## config.mk

```make
export PLATFORM = sky130hd
export DESIGN_NAME = scalar_fu_arbiter
export DESIGN_NICKNAME = d
export VERILOG_FILES = /design/src/rtl/scalar_fu_arbiter.sv
export SDC_FILE = /design/constraint.sdc
export NUM_CORES = 1
export LEC_CHECK = 0
export CELL_PAD_IN_SITES_DETAIL_PLACEMENT = 1
export CELL_PAD_IN_SITES_GLOBAL_PLACEMENT = 1
export CORE_ASPECT_RATIO = 0.6
export CORE_MARGIN = 2
export CORE_UTILIZATION = 23
export CTS_BUF_LIST = sky130_fd_sc_hd__clkbuf_8
export DETAILED_ROUTE_END_ITERATION = 6
export PLACE_DENSITY = 0.78
export SLEW_MARGIN = 20
export SYNTH_ARGS = -nofsm -noshare
export SYNTH_HDL_FRONTEND = slang
export SYNTH_SLANG_ARGS = --single-unit
```

## constraint.sdc

```tcl
create_clock -name clk -period 1.9 [get_ports clk]
set_clock_uncertainty 0.2 [all_clocks]
set_input_delay 0.19 -clock clk [delete_from_list [all_inputs] [get_ports clk]]
set_output_delay 0.19 -clock clk [all_outputs]
set_load 0.02 [all_outputs]
```

## src/rtl/scalar_fu_arbiter.sv

```systemverilog
// scalar_fu_arbiter: round-robin sharing of one scalar FU among NUM_REQ requesters.
// Optional WAIT timeout with error response when SCALAR_FU_ARB_TIMEOUT_EN is defined.
module scalar_fu_arbiter #(
  parameter int WIDTH          = 32,
  parameter int NUM_REQ        = 4,
  parameter int TIMEOUT_CYCLES = 15
) (
  input  logic                     clk,
  input  logic                     reset,
  input  logic [NUM_REQ-1:0]       req_valid,
  output logic [NUM_REQ-1:0]       req_ready,
  input  logic [NUM_REQ*WIDTH-1:0] req_a,
  input  logic [NUM_REQ*WIDTH-1:0] req_b,
  output logic [NUM_REQ-1:0]       resp_valid,
  input  logic [NUM_REQ-1:0]       resp_ready,
  output logic [WIDTH-1:0]         resp_data,
  output logic                     resp_err,
  output logic                     busy,
  output logic [WIDTH-1:0]         fu_a,
  output logic [WIDTH-1:0]         fu_b,
  output logic                     fu_on_off,
  input  logic [WIDTH-1:0]         fu_c,
  input  logic                     fu_ack
);
  localparam int IW = $clog2(NUM_REQ);
  localparam logic [1:0] IDLE = 2'd0, ISSUE = 2'd1, WAIT = 2'd2, RESP = 2'd3;
  logic [1:0] state;
  logic [IW-1:0] rr_ptr, grant, sel;
  logic any;
  logic timeout;
  // lowest cyclic offset from rr_ptr wins
  always_comb begin
    sel = rr_ptr;
    for (int k = NUM_REQ - 1; k >= 0; k--)
      if (req_valid[(int'(rr_ptr) + k) % NUM_REQ]) sel = IW'((int'(rr_ptr) + k) % NUM_REQ);
  end
  assign any        = |req_valid;
  assign req_ready  = (state == IDLE && any) ? (NUM_REQ'(1) << sel) : '0;
  assign resp_valid = (state == RESP) ? (NUM_REQ'(1) << grant) : '0;
  assign busy       = state != IDLE;
  assign fu_on_off  = state == ISSUE || state == WAIT;
`ifdef SCALAR_FU_ARB_TIMEOUT_EN
  localparam int CW = $clog2(TIMEOUT_CYCLES + 1);
  logic [CW-1:0] cnt;
  logic err;
  assign timeout  = state == WAIT && !fu_ack && cnt == CW'(TIMEOUT_CYCLES - 1);
  assign resp_err = err;
  always_ff @(posedge clk) begin
    if (reset) begin
      cnt <= '0;
      err <= 1'b0;
    end else begin
      if (state == ISSUE) cnt <= '0;
      else if (state == WAIT && !fu_ack) cnt <= cnt + 1'b1;
      if (state == WAIT && fu_ack) err <= 1'b0;
      else if (timeout) err <= 1'b1;
    end
  end
`else
  assign timeout  = 1'b0;
  assign resp_err = 1'b0;
`endif
  always_ff @(posedge clk) begin
    if (reset) begin
      state     <= IDLE;
      rr_ptr    <= '0;
      grant     <= '0;
      fu_a      <= '0;
      fu_b      <= '0;
      resp_data <= '0;
    end else begin
      case (state)
        IDLE: if (any) begin
          grant  <= sel;
          rr_ptr <= (sel == IW'(NUM_REQ - 1)) ? '0 : sel + 1'b1;
          fu_a   <= req_a[int'(sel)*WIDTH +: WIDTH];
          fu_b   <= req_b[int'(sel)*WIDTH +: WIDTH];
          state  <= ISSUE;
        end
        ISSUE: state <= WAIT;
        WAIT: if (fu_ack) begin
          resp_data <= fu_c;
          state     <= RESP;
        end else if (timeout) begin
          resp_data <= '0;
          state     <= RESP;
        end
        default: if (resp_ready[grant]) state <= IDLE;
      endcase
    end
  end
endmodule

```

== Word level (Yosys, flattened, before mapping) ==
Cells that the tools add are included.

* $add $sub $neg: 4
* Multiply operators: 0
* Divide/modulo/power cells: 0
* Order comparisons: 5
* Eq/ne operators: 6
* Shift-type cells: 4
* Mux-type cells: 24
* Bitwise logic cells: 3
* Reduce and logical (&&, ||, !) cells: 12

{| class="wikitable"
|+ Operator list
! operator !! count
|-
| indexed part select 128 x 8 -> 32 bit || 2
|-
| 2-to-1 mux 2 bit || 8
|-
| < comparator 3 x 4 -> 1 bit, second input constant || 3
|-
| binary-select mux 1 bit (select 2 bit) || 5
|-
| 2-to-1 mux 1 bit || 8
|-
| 2-to-1 mux 4 bit || 2
|-
| left shift 1 x 2 -> 4 bit, first input constant || 2
|-
| == test 2 bit, second input constant || 3
|-
| < comparator 2 x 3 -> 1 bit, second input constant || 2
|-
| case mux 2 bit (3 select lines) || 1
|-
| OR reduction 2 bit || 3
|-
| adder 2 x 1 -> 2 bit, second input constant || 2
|-
| adder 2 bit, second input constant || 2
|-
| inequality test 2 bit, second input constant || 2
|-
| AND reduction 2 bit || 2
|-
| nonzero test 4 bit || 1
|-
| OR reduction 4 bit || 1
|-
| bitwise AND 1 bit, first input constant || 3
|-
| AND reduction 3 bit || 1
|-
| == test 2 x 1 -> 1 bit, second input constant || 1
|-
| logical NOT 2 bit || 1
|-
| nonzero test 2 bit || 1
|-
| logical AND 1 bit || 1
|-
| logical OR 1 bit || 1
|}

* Register bits: 102
* Bits in latches: 0
* RAM bits: 0
* Memory bits (read-only): 0
* Output and inout bits: 107
* Word-level logic and storage cells: 64
* Memories: 0

== Longest topological paths before layout ==
Gate-level depths: netlist of run 1.

* Depth after elaboration: 12
* Gate-level depth with buffers: 8

== Worst setup path after synthesis of run 1 ==
OpenSTA, ideal clock, no wires.

* Path kind: register to output
* From: reg state[0]
* To: out req_ready[2]
* Data arrival time: 1.613 ns
* Required time: 1.510 ns
* Path slack: -0.103 ns
* Stages on the path, launching flop included: 7
* Path buffers: 0
* Cell sequence: dfxtp_1 inv_1 ha_1 inv_1 nor2_1 nand2b_1 nor2_1

* Cells in the longest elaborated chain, start to end: 3

{| class="wikitable"
|+ Ends and longest elaborated chain
! item !! line !! source
|-
| from (decl) || 27 || <nowiki>logic [1:0] state;</nowiki>
|-
| from (signal assigned) || 65 || <nowiki>state <= IDLE;</nowiki>
|-
| from (signal assigned) || 78 || <nowiki>state <= ISSUE;</nowiki>
|-
| from (signal assigned) || 80 || <nowiki>ISSUE: state <= WAIT;</nowiki>
|-
| logical NOT 2 bit || 38 || <nowiki>assign req_ready = (state == IDLE && any) ? (NUM_REQ'(1) << sel) : '0;</nowiki>
|-
| logical AND 1 bit || 38 ||
|-
| 2-to-1 mux 4 bit || 38 ||
|-
| to (decl) || 11 || <nowiki>output logic [NUM_REQ-1:0] req_ready,</nowiki>
|}

Every way passes these cells.

== Worst setup path in the final report of run 1 ==
* From: in req_valid[3]
* To: reg fu_b[17]

* Cells in the longest elaborated chain, start to end: 8

{| class="wikitable"
|+ Ends and longest elaborated chain
! item !! line !! source
|-
| from (decl) || 10 || <nowiki>input logic [NUM_REQ-1:0] req_valid,</nowiki>
|-
| binary-select mux 1 bit (select 2 bit) || 35 || <nowiki>if (req_valid[(int'(rr_ptr) + k) % NUM_REQ]) sel = IW'((int'(rr_ptr) + k) % NUM_REQ);</nowiki>
|-
| 2-to-1 mux 1 bit (implied by the code) (2 in series) || 35 ||
|-
| 2-to-1 mux 2 bit (4 in series) || 35 ||
|-
| indexed part select 128 x 8 -> 32 bit || 77 || <nowiki>fu_b <= req_b[int'(sel)*WIDTH +: WIDTH];</nowiki>
|-
| to (signal assigned) || 77 ||
|-
| to (decl) || 20 || <nowiki>output logic [WIDTH-1:0] fu_b,</nowiki>
|}

Several ways; a longest one is shown, not always the timed one. The select of a mux whose other input is x is not followed.
A chain may end at the register's enable or synchronous reset.

==> impl_metrics.tcl, run 1 <==
set metrics [dict create \
    status "complete, but fails checks" \
    violations "negative setup slack" \
    syn-num-nets 868 \
    dieArea_um2 26030 \
    ys_seq_area_frac 0.3592 \
    grt_start_max_net_pins 33 \
    fin_crit_sh 1.129 \
    rows 44 \
    antenna_found_initial 0 \
    ios 406 \
    start_kind "primary input" \
    period_needed_ps 2145 \
    syn_area_per_cell_um2 10.08 \
    finalMaxSlewViolations 0 \
    max-vdd-ir-drop_v 0.0005890 \
    n_antenna_cell 0 \
    core_um2 24220 \
    drtAntennaViolNets 0 \
    cts_max_level 3 \
    end_kind "flip-flop" \
    place_congestion 0.8598 \
    async_reset_ff_frac 0 \
    maxCapViolCount 0 \
    arrival_ps 2230 \
    die_y_um 125.8 \
    required_ps 1990 \
    final_nets 1309 \
    final_hold_viol_count 0 \
    cts_tree "yes" \
    first_global_vias 6606 \
    clk-insertion-delay-late_ps 400 \
    rsz0062_at_grt "true" \
    cts.clk_slew.worst_paths_ps 120 \
    wl_per_cell_um 20.12 \
    layout-drive-gt1-share 0.2248 \
    cp_max_fo 8 \
    drc_errors 0 \
    synth_edf_count 0 \
    portBuffers 404 \
    cts-hold-fix-buffers 0 \
    wirelength_mm 26.80 \
    cts_root_buffer "clkbuf_8" \
    grt_usage 0.1899 \
    cts_sinks 102 \
    synth_area_um2 5685 \
    vias 6079 \
    p_leak_uw 0.004180 \
    place_inst 1301 \
    ys_seq_elements 102 \
    synth_most_common_cell "nand2_1" \
    initial_core_util 0.2347 \
    viasPerCell 4.564 \
    yosysWarnings 0 \
    first_pass_iters 4 \
    clk_path_buf_depth 2 \
    power_density_nw_per_um2 1209 \
    dp_worst_setup_slack_ps -771.3 \
    synth_largest_area_cell "dfxtp_1" \
    fin_hold_ws_ps 113.8 \
    min_path_type "primary input to flip-flop" \
    grt_pass1_wl_mm 37.89 \
    nFillCells 2667 \
    ys_top_cells_by_count "nand2_1 (135), mux2i_1 (130), dfxtp_1 (102)" \
    setup_viol 68 \
    yosysUniqueCellTypes 32 \
    globalRoute.totalOverflow 0 \
    drt_iter0_drc 163 \
    synthTopCellsByArea "dfxtp_1 (36%), mux2i_1 (23%), o221ai_2 (16%), nand2_1 (8.9%), a21oi_1 (3.0%)" \
    dp_hpwl_mm 20.37 \
    cts_buffers 9 \
    fin_area_um2 11220 \
    fp.dieW_um 207.0 \
    critical_path_class "primary input to flip-flop" \
    synthFlopType "dfxtp_1" \
    synth_top_area_share 0.3592 \
    fin_cells 1332 \
    placedInstanceArea_um2 10350 \
    fmax_mhz 466.2 \
    synth_cells 564 \
    syn_to_final_growth_pct 97.38 \
    fin_ws_ps -245.2 \
]
[layer usage]
layer / vias up / share of wire / track usage
met5: - / 0 / 0
met4: 0 / 0.0089 / 0.03379
met3: 18 / 0.081 / 0.06858
met2: 197 / 0.49 / 0.3349
met1: 2940 / 0.42 / 0.2223
li1: 2924 / - / -
[worst paths after layout]
path                  from             to  slack, ps  cells after the start
max reg2reg      rr_ptr[1]       fu_b[17]       -240                      8
min               fu_c[29]  resp_data[29]        110                      3
min reg2reg  resp_data[16]  resp_data[16]        260                      2
max           req_valid[3]       fu_b[17]       -250                      9
[repair_timing]
action / in CTS / in global routing
endpoints found under the setup margin: 79 / 78
buffers inserted: 6 / 5
gates cloned: 0 / 4
pin swaps: 1 / 4
gates resized for setup: 103 / 61
endpoints found under the hold margin: 0 / 0
[layout make-up]
cell class                 count  area [um2]  share of cell area
inverter                       5       18.77            0.001672
sequential                   102        2052              0.1829
clock inverter                 7       90.09            0.008028
multi-input combinational    411        3641              0.3245
tap                          322       402.9             0.03590
timing repair buffer         476        4893              0.4361
clock buffer                   9       123.9             0.01104
[flip-flops by register name, indices dropped and copies added, names as in the netlist]
signal / flops
state: 2
fu_b: 32
grant: 2
fu_a: 32
resp_data: 32
rr_ptr: 2
[placed cells by master (no fill, tap or decap), types with 9 or more instances in the layout]
cell type / synthesis / final
mux2i_4: 0 / 14
dfxtp_1: 102 / 98
mux2i_2: 0 / 29
a21oi_1: 34 / 34
o221ai_2: 60 / 61
mux2i_1: 130 / 87
clkbuf_8: 0 / 9
nand2_1: 135 / 134
buf_4: 12 / 43
nor2_1: 17 / 10
clkdlybuf4s50_1: 0 / 388
buf_12: 7 / 19
buf_6: 2 / 9
[through the flow]
step | total power [uW] | utilization | TNS (ps)
global route | 14330 | 0.4633 | -17120
CTS | 13090 | 0.4456 | -13700
floorplan | 7525 | - | 0
global placement | 10940 | 0.4274 | -37450
finish | 13570 | 0.4633 | -13010
detailed placement | 11080 | 0.4274 | -43670
[power breakdown]
group          switching, uW  internal [uW]
clock                    921            645
combinational           4120           4480
sequential               465           2930
total                   5510           8060
[worst max-delay path: stages]
cell and delay, ps:
clkdlybuf4s50_1 590, nor2b_1 90, o21ai_1 170, o311a_4 280
buf_6 140, clkbuf_16 190, buf_12 150, mux2i_2 280
o221ai_2 120
[cell families after synthesis]
group,Yosys count,synth area share
adders and majority gates,5,0.01100
other,1,0.0006596
xor gates and xnor gates,1,0.001541
AOI/OAI and AO/OA,106,0.2082
and+or+nand+nor,167,0.1195
buffers and inverters,51,0.06712
DFF,102,0.3592
muxes,131,0.2328
No activity file was read; power rests on OpenSTA's default activity.
==> inputs of run 2 (changes only) <==
--- a/config.mk
+++ b/config.mk
@@ -5,6 +5,7 @@
 export SDC_FILE = /design/constraint.sdc
 export NUM_CORES = 1
 export LEC_CHECK = 0
+export ABC_AREA = 1
 export CELL_PAD_IN_SITES_DETAIL_PLACEMENT = 1
 export CELL_PAD_IN_SITES_GLOBAL_PLACEMENT = 1
 export CORE_ASPECT_RATIO = 0.6
@@ -12,7 +13,8 @@
 export CORE_UTILIZATION = 23
 export CTS_BUF_LIST = sky130_fd_sc_hd__clkbuf_8
 export DETAILED_ROUTE_END_ITERATION = 6
-export PLACE_DENSITY = 0.78
+export PLACE_DENSITY = 0.77
+export SETUP_SLACK_MARGIN = 0.3
 export SLEW_MARGIN = 20
 export SYNTH_ARGS = -nofsm -noshare
 export SYNTH_HDL_FRONTEND = slang
==> impl_metrics.tcl, run 2 <==
set metrics [dict create \
    synth_largest_area_cell "dfxtp_1" \
    wirelength_mm 49.03 \
    grt.busiest_layer "met2" \
    syn-num-nets 1659 \
    async_reset_ff_frac 0 \
    viasPerCell 4.810 \
    wl_per_cell_um 21.60 \
    cp_max_fo 7 \
    relSlewSlack 0.3743 \
    synth_top_area_share 0.2747 \
    r2r_end "fu_b[8]" \
    cts_sinks 102 \
    cts_buffers 9 \
    layout-drive-gt1-share 0.3548 \
    required_ps 2100 \
    max-vdd-ir-drop_v 0.0008675 \
    synthFlopType "dfxtp_1" \
    final_hold_viol_count 0 \
    fin_area_um2 16710 \
    core_um2 31470 \
    yosys.area_share.adder 0.008415 \
    initial_core_util 0.2363 \
    first_global_vias 11400 \
    grt_start_max_net_pins 67 \
    mostFrequentLayoutCell "inv_1" \
    ys_seq_area_frac 0.2747 \
    die_y_um 143.3 \
    cts_tree "yes" \
    drtAntennaViolNets 0 \
    period_needed_ps 2614 \
    vias 10920 \
    critical_path_class "flip-flop to flip-flop" \
    cts.clk_slew.worst_paths_ps 140 \
    synth_cells 1355 \
    violations "negative setup slack" \
    final_nets 2148 \
    cts-hold-fix-buffers 0 \
    power.total_uw 33410 \
    grtUsageMet2 0.4506 \
    syn_to_final_growth_pct 124.8 \
    status "complete, but fails checks" \
    fin_cells 2270 \
    use_met1 0.3354 \
    tightest_slew_ps 938.5 \
    min_path_type "primary input to flip-flop" \
    rr_worst_depth 21 \
    fmax_mhz 382.5 \
    power_density_nw_per_um2 1999 \
    cts_max_level 3 \
    synth_most_common_cell "inv_1" \
    synth_top_family_by_area "simple AND/OR/NAND/NOR gates" \
    ios 406 \
    tns_ps -39240 \
    crit_start "rr_ptr[0]" \
    synth.area.mux_share 0 \
    dp_hpwl_mm 27.00 \
    rows 50 \
    top_regs "fu_a x32, fu_b x32, resp_data x32" \
    dieArea_um2 33830 \
    placedInstanceArea_um2 12180 \
    arrival_ps 2810 \
    first_pass_iters 6 \
    cts_root_buffer "clkbuf_8" \
    syn_area_per_cell_um2 5.487 \
    antenna_found_initial 9 \
    end_kind "flip-flop" \
    r2r_slack_ps -710 \
    drt_iter0_drc 491 \
    fin_ws_ps -714.2 \
    r2r-start "rr_ptr[0]" \
    fin_crit_sh 1.376 \
    grt_usage 0.2731 \
    clk_path_buf_depth 2 \
    finalMaxSlewViolations 0 \
    synth-compound-area-share 0.03097 \
    yosysWarnings 0 \
    start_kind "flip-flop" \
    synthTopCellsByArea "dfxtp_1 (27%), nand3_1 (22%), inv_1 (17%), nand2_1 (12%), nor2_1 (9.9%)" \
    synth_area_um2 7435 \
    maxCapViolCount 0 \
    synth_edf_count 0 \
    drc_errors 0 \
    crit_end "fu_b[8]" \
    utilization 0.5311 \
    synth-xor-area-share 0 \
    p_leak_uw 0.008776 \
    fp.dieW_um 236.1 \
    use_met3 0.07926 \
    grt_pass1_wl_mm 69.12 \
    setup_viol 71 \
    ys_top_cells_by_count "inv_1 (342), nand3_1 (328), nand2_1 (234)" \
    rsz0062_at_grt "true" \
    place_congestion 0.8744 \
    synthSimpleGateAreaFrac 0.4456 \
    globalRoute.totalOverflow 0 \
    ys_seq_elements 102 \
    place_inst 2141 \
    yosysUniqueCellTypes 23 \
    final_cell_mix "inv_1 (318), clkdlybuf4s50_1 (297), nand3_2 (216)" \
    portBuffers 404 \
    clk-insertion-delay-late_ps 440 \
]
-- run 2: area by class of cell --
type	count	area, um2
Antenna cell	5	12.51
Clock inverter	7	86.33
Fill cell	3781	14750
Tap cell	416	520.5
Timing Repair Buffer	566	6716
Multi-Input combinational cell	819	5862
Inverter	346	1340
Clock buffer	9	123.9
Sequential cell	102	2052
-- run 2: logic make-up after synthesis --
family | after synthesis
flops | 102
simple gates | 768
buf+inv | 434
compound gates | 45
fa+ha+maj | 5
other cells | 1
-- run 2: worst min-delay path by stage --
stage	start	to	slack [ps]	cells past startpoint
2_1_floorplan	fu_c[0]	resp_data[0]	150	2
3_3_place_gp	resp_data[4]	resp_data[4]	260	2
3_5_place_dp	resp_data[20]	resp_data[20]	270	2
4_1_cts	reset	grant[1]	70	3
5_1_grt	reset	grant[1]	120	3
6_report	reset	grant[1]	130	3
-- run 2: where the power goes --
part / switching, uW / internal [uW]
sequential: 473 / 2880
combinational: 15200 / 13300
clock: 1040 / 530
-- run 2: critical path: stages (launching register included) --
cell and delay [ps]:
dfxtp_4 390, buf_12 150, inv_12 80, nand2_4 60
nand3_4 70, nand2_2 70, inv_2 70, nand2_2 60
nand2_4 80, nand2_4 60, nand2_4 90, nand2_4 70
buf_6 120, buf_12 140, buf_6 120, buf_12 130
clkbuf_16 170, nand2_4 60, nand3_1 90, nand3_1 160
nand2_1 70, inv_1 50
-- run 2: layer usage --
layer,share of wire,up-vias
met3,0.078,92
met2,0.47,401
li1,-,5060
met4,0.031,8
met1,0.42,5358
met5,0.0011,-
-- run 2: metrics by stage --
| stage | hold slack (ps) | setup WS (ps) |
|---|---|---|
| finish | 125.5 | -714.2 |
| global route | 115.8 | -806.0 |
| CTS | 71.81 | -601.7 |
| detailed placement | 271.2 | -810.1 |
| global placement | 262.3 | -778.9 |
| floorplan | 155.0 | 23.24 |
-- run 2: what timing repair did --
action	CTS	global route
endpoints found under the setup margin	208	150
gates resized for setup	611	278
gates cloned	44	3
setup buffers	53	8
pin swaps	148	111
endpoints found under the hold margin	0	0
==> inputs of run 3 (changes only) <==
--- a/config.mk
+++ b/config.mk
@@ -9,7 +9,7 @@
 export CELL_PAD_IN_SITES_DETAIL_PLACEMENT = 1
 export CELL_PAD_IN_SITES_GLOBAL_PLACEMENT = 1
 export CORE_ASPECT_RATIO = 0.6
-export CORE_MARGIN = 2
+export CORE_MARGIN = 1.5
 export CORE_UTILIZATION = 23
 export CTS_BUF_LIST = sky130_fd_sc_hd__clkbuf_8
 export DETAILED_ROUTE_END_ITERATION = 6
==> impl_metrics.tcl, run 3 (synthesis gave the netlist of run 2 again) <==
set metrics [dict create \
    fp.dieW_um 235.1 \
    finalMaxSlewViolations 0 \
    final_cell_mix "inv_1 (328), clkdlybuf4s50_1 (297), nand2_1 (210)" \
    use_met3 0.08243 \
    layout-drive-gt1-share 0.2867 \
    mostFrequentLayoutCell "inv_1" \
    critical_path_class "flip-flop to flip-flop" \
    place_inst 2144 \
    rsz0062_at_grt "true" \
    rows 50 \
    cts.clk_slew.worst_paths_ps 140 \
    period_needed_ps 2582 \
    slowest_stage "dfxtp_4" \
    clk-insertion-delay-late_ps 420 \
    cp_max_fo 5 \
    fin_cells 2249 \
    crit_chain "buf_6 > nand2_1 > nand2_2 > nand2_1 > nand2_2 > nand2_2 > nand2_4 > nand2_4 > nand2_4 > buf_6 > buf_8 > buf_12 > buf_16 > buf_6 > buf_12 > nand3_2 > nand3_2 > nand3_2 > nand2_1 > inv_1" \
    drtAntennaViolNets 0 \
    grt_start_max_net_pins 61 \
    relSlewSlack 0.5540 \
    grt.busiest_layer "met2" \
    max-vdd-ir-drop_v 0.001315 \
    utilization 0.5018 \
    placedInstanceArea_um2 12150 \
    final_hold_viol_count 0 \
    first_pass_iters 4 \
    final_nets 2130 \
    fin_ws_ps -681.8 \
    ios 406 \
    power_density_nw_per_um2 1793 \
    fin_area_um2 15790 \
    wirelength_mm 46.99 \
    required_ps 2040 \
    core_um2 31470 \
    viasPerCell 4.782 \
    fmax_mhz 387.3 \
    top_regs "fu_a x32, fu_b x32, resp_data x32" \
    status "complete, but fails checks" \
    cts_root_buffer "clkbuf_8" \
    die_y_um 142.3 \
    cts_max_level 3 \
    vias 10750 \
    power.total_uw 28320 \
    arrival_ps 2720 \
    setup_viol 75 \
    maxCapViolCount 0 \
    p_leak_uw 0.008219 \
    first_global_vias 10910 \
    grt_pass1_wl_mm 64.16 \
    fin_crit_sh 1.359 \
    cts_sinks 102 \
    cts_tree "yes" \
    cts_buffers 9 \
    use_met1 0.3004 \
    end_kind "flip-flop" \
    grtUsageMet2 0.4265 \
    antenna_found_initial 2 \
    dp_hpwl_mm 27.34 \
    clk_path_buf_depth 2 \
    max_stage_delay_ps 420 \
    drt_iter0_drc 492 \
    tightest_slew_ps 669.0 \
    fin_hold_ws_ps 142.7 \
    syn_to_final_growth_pct 112.4 \
    min_path_type "primary input to flip-flop" \
    portBuffers 404 \
    violations "negative setup slack" \
    grt_usage 0.2522 \
    globalRoute.totalOverflow 0 \
    start_kind "flip-flop" \
    drc_errors 0 \
    initial_core_util 0.2363 \
    dieArea_um2 33450 \
    wl_per_cell_um 20.89 \
    place_congestion 0.8497 \
]
==> run 3: changes by cell type in the layout (fill, tap and decap cells not counted), sizes merged <==
cell,previous run,this run
dlygate4sd3,0,1
inv,347,346
buf,168,149
clkdlybuf4s15,29,30
clkbuf,29,33
dlygate4sd2,50,45
clkinv,5,6
diode,5,2
==> run 3: per-stage QoR <==
stage               setup slack (ps)  TNS [ps]
global route                  -771.1    -47120
finish                        -681.8    -39270
detailed placement            -885.3    -51000
floorplan                      23.24         0
global placement              -774.3    -42210
CTS                           -660.4    -37720
==> run 3: repair_timing <==
| item | in CTS | in global routing |
|---|---|---|
| resized for setup | 380 | 363 |
| endpoints found under the hold margin | 3 | 0 |
| gates cloned | 28 | 4 |
| buffers inserted | 42 | 12 |
| hold buffers | 1 | 0 |
| endpoints found under the setup margin | 201 | 151 |
| pin swaps | 159 | 172 |
==> run 3: final timing paths <==
check                      from       endpoint  slack [ps]  cells after the start
setup reg to reg      rr_ptr[0]       fu_a[10]        -680                     20
hold reg to reg   resp_data[13]  resp_data[13]         300                      2
setup / recovery      rr_ptr[0]       fu_a[10]        -680                     20
hold / removal          fu_c[1]   resp_data[1]         140                      3
==> run 3: report_power, final <==
group	switching, uW	internal, uW	leakage [uW]
clock network	1020	529	0.000104
registers	499	2890	0.000846
logic	13200	10200	0.00727
total	14700	13600	0.00822
==> run 3: final cells by class <==
| type | instances | area (um2) |
|---|---|---|
| Clock inverter | 7 | 86.33 |
| Tap cell | 416 | 520.5 |
| Clock buffer | 9 | 123.9 |
| Antenna cell | 2 | 5.005 |
| Fill cell | 3817 | 15680 |
| Timing Repair Buffer | 548 | 6148 |
| Sequential cell | 102 | 2057 |
| Multi-Input combinational cell | 819 | 5515 |
| Inverter | 346 | 1335 |
==> run 3: layer usage <==
| layer | part of all wire | vias up |
|---|---|---|
| met2 | 0.49 | 366 |
| met5 | 0 | - |
| li1 | - | 5014 |
| met3 | 0.068 | 73 |
| met1 | 0.41 | 5301 |
| met4 | 0.028 | 0 |
==> run 3: worst max-delay path: cells and delay by family, from the launching register on <==
family                 cells  cell delay (ps)
and+or+nand+nor           12              980
buffers and inverters      8              870
DFF                        1              420
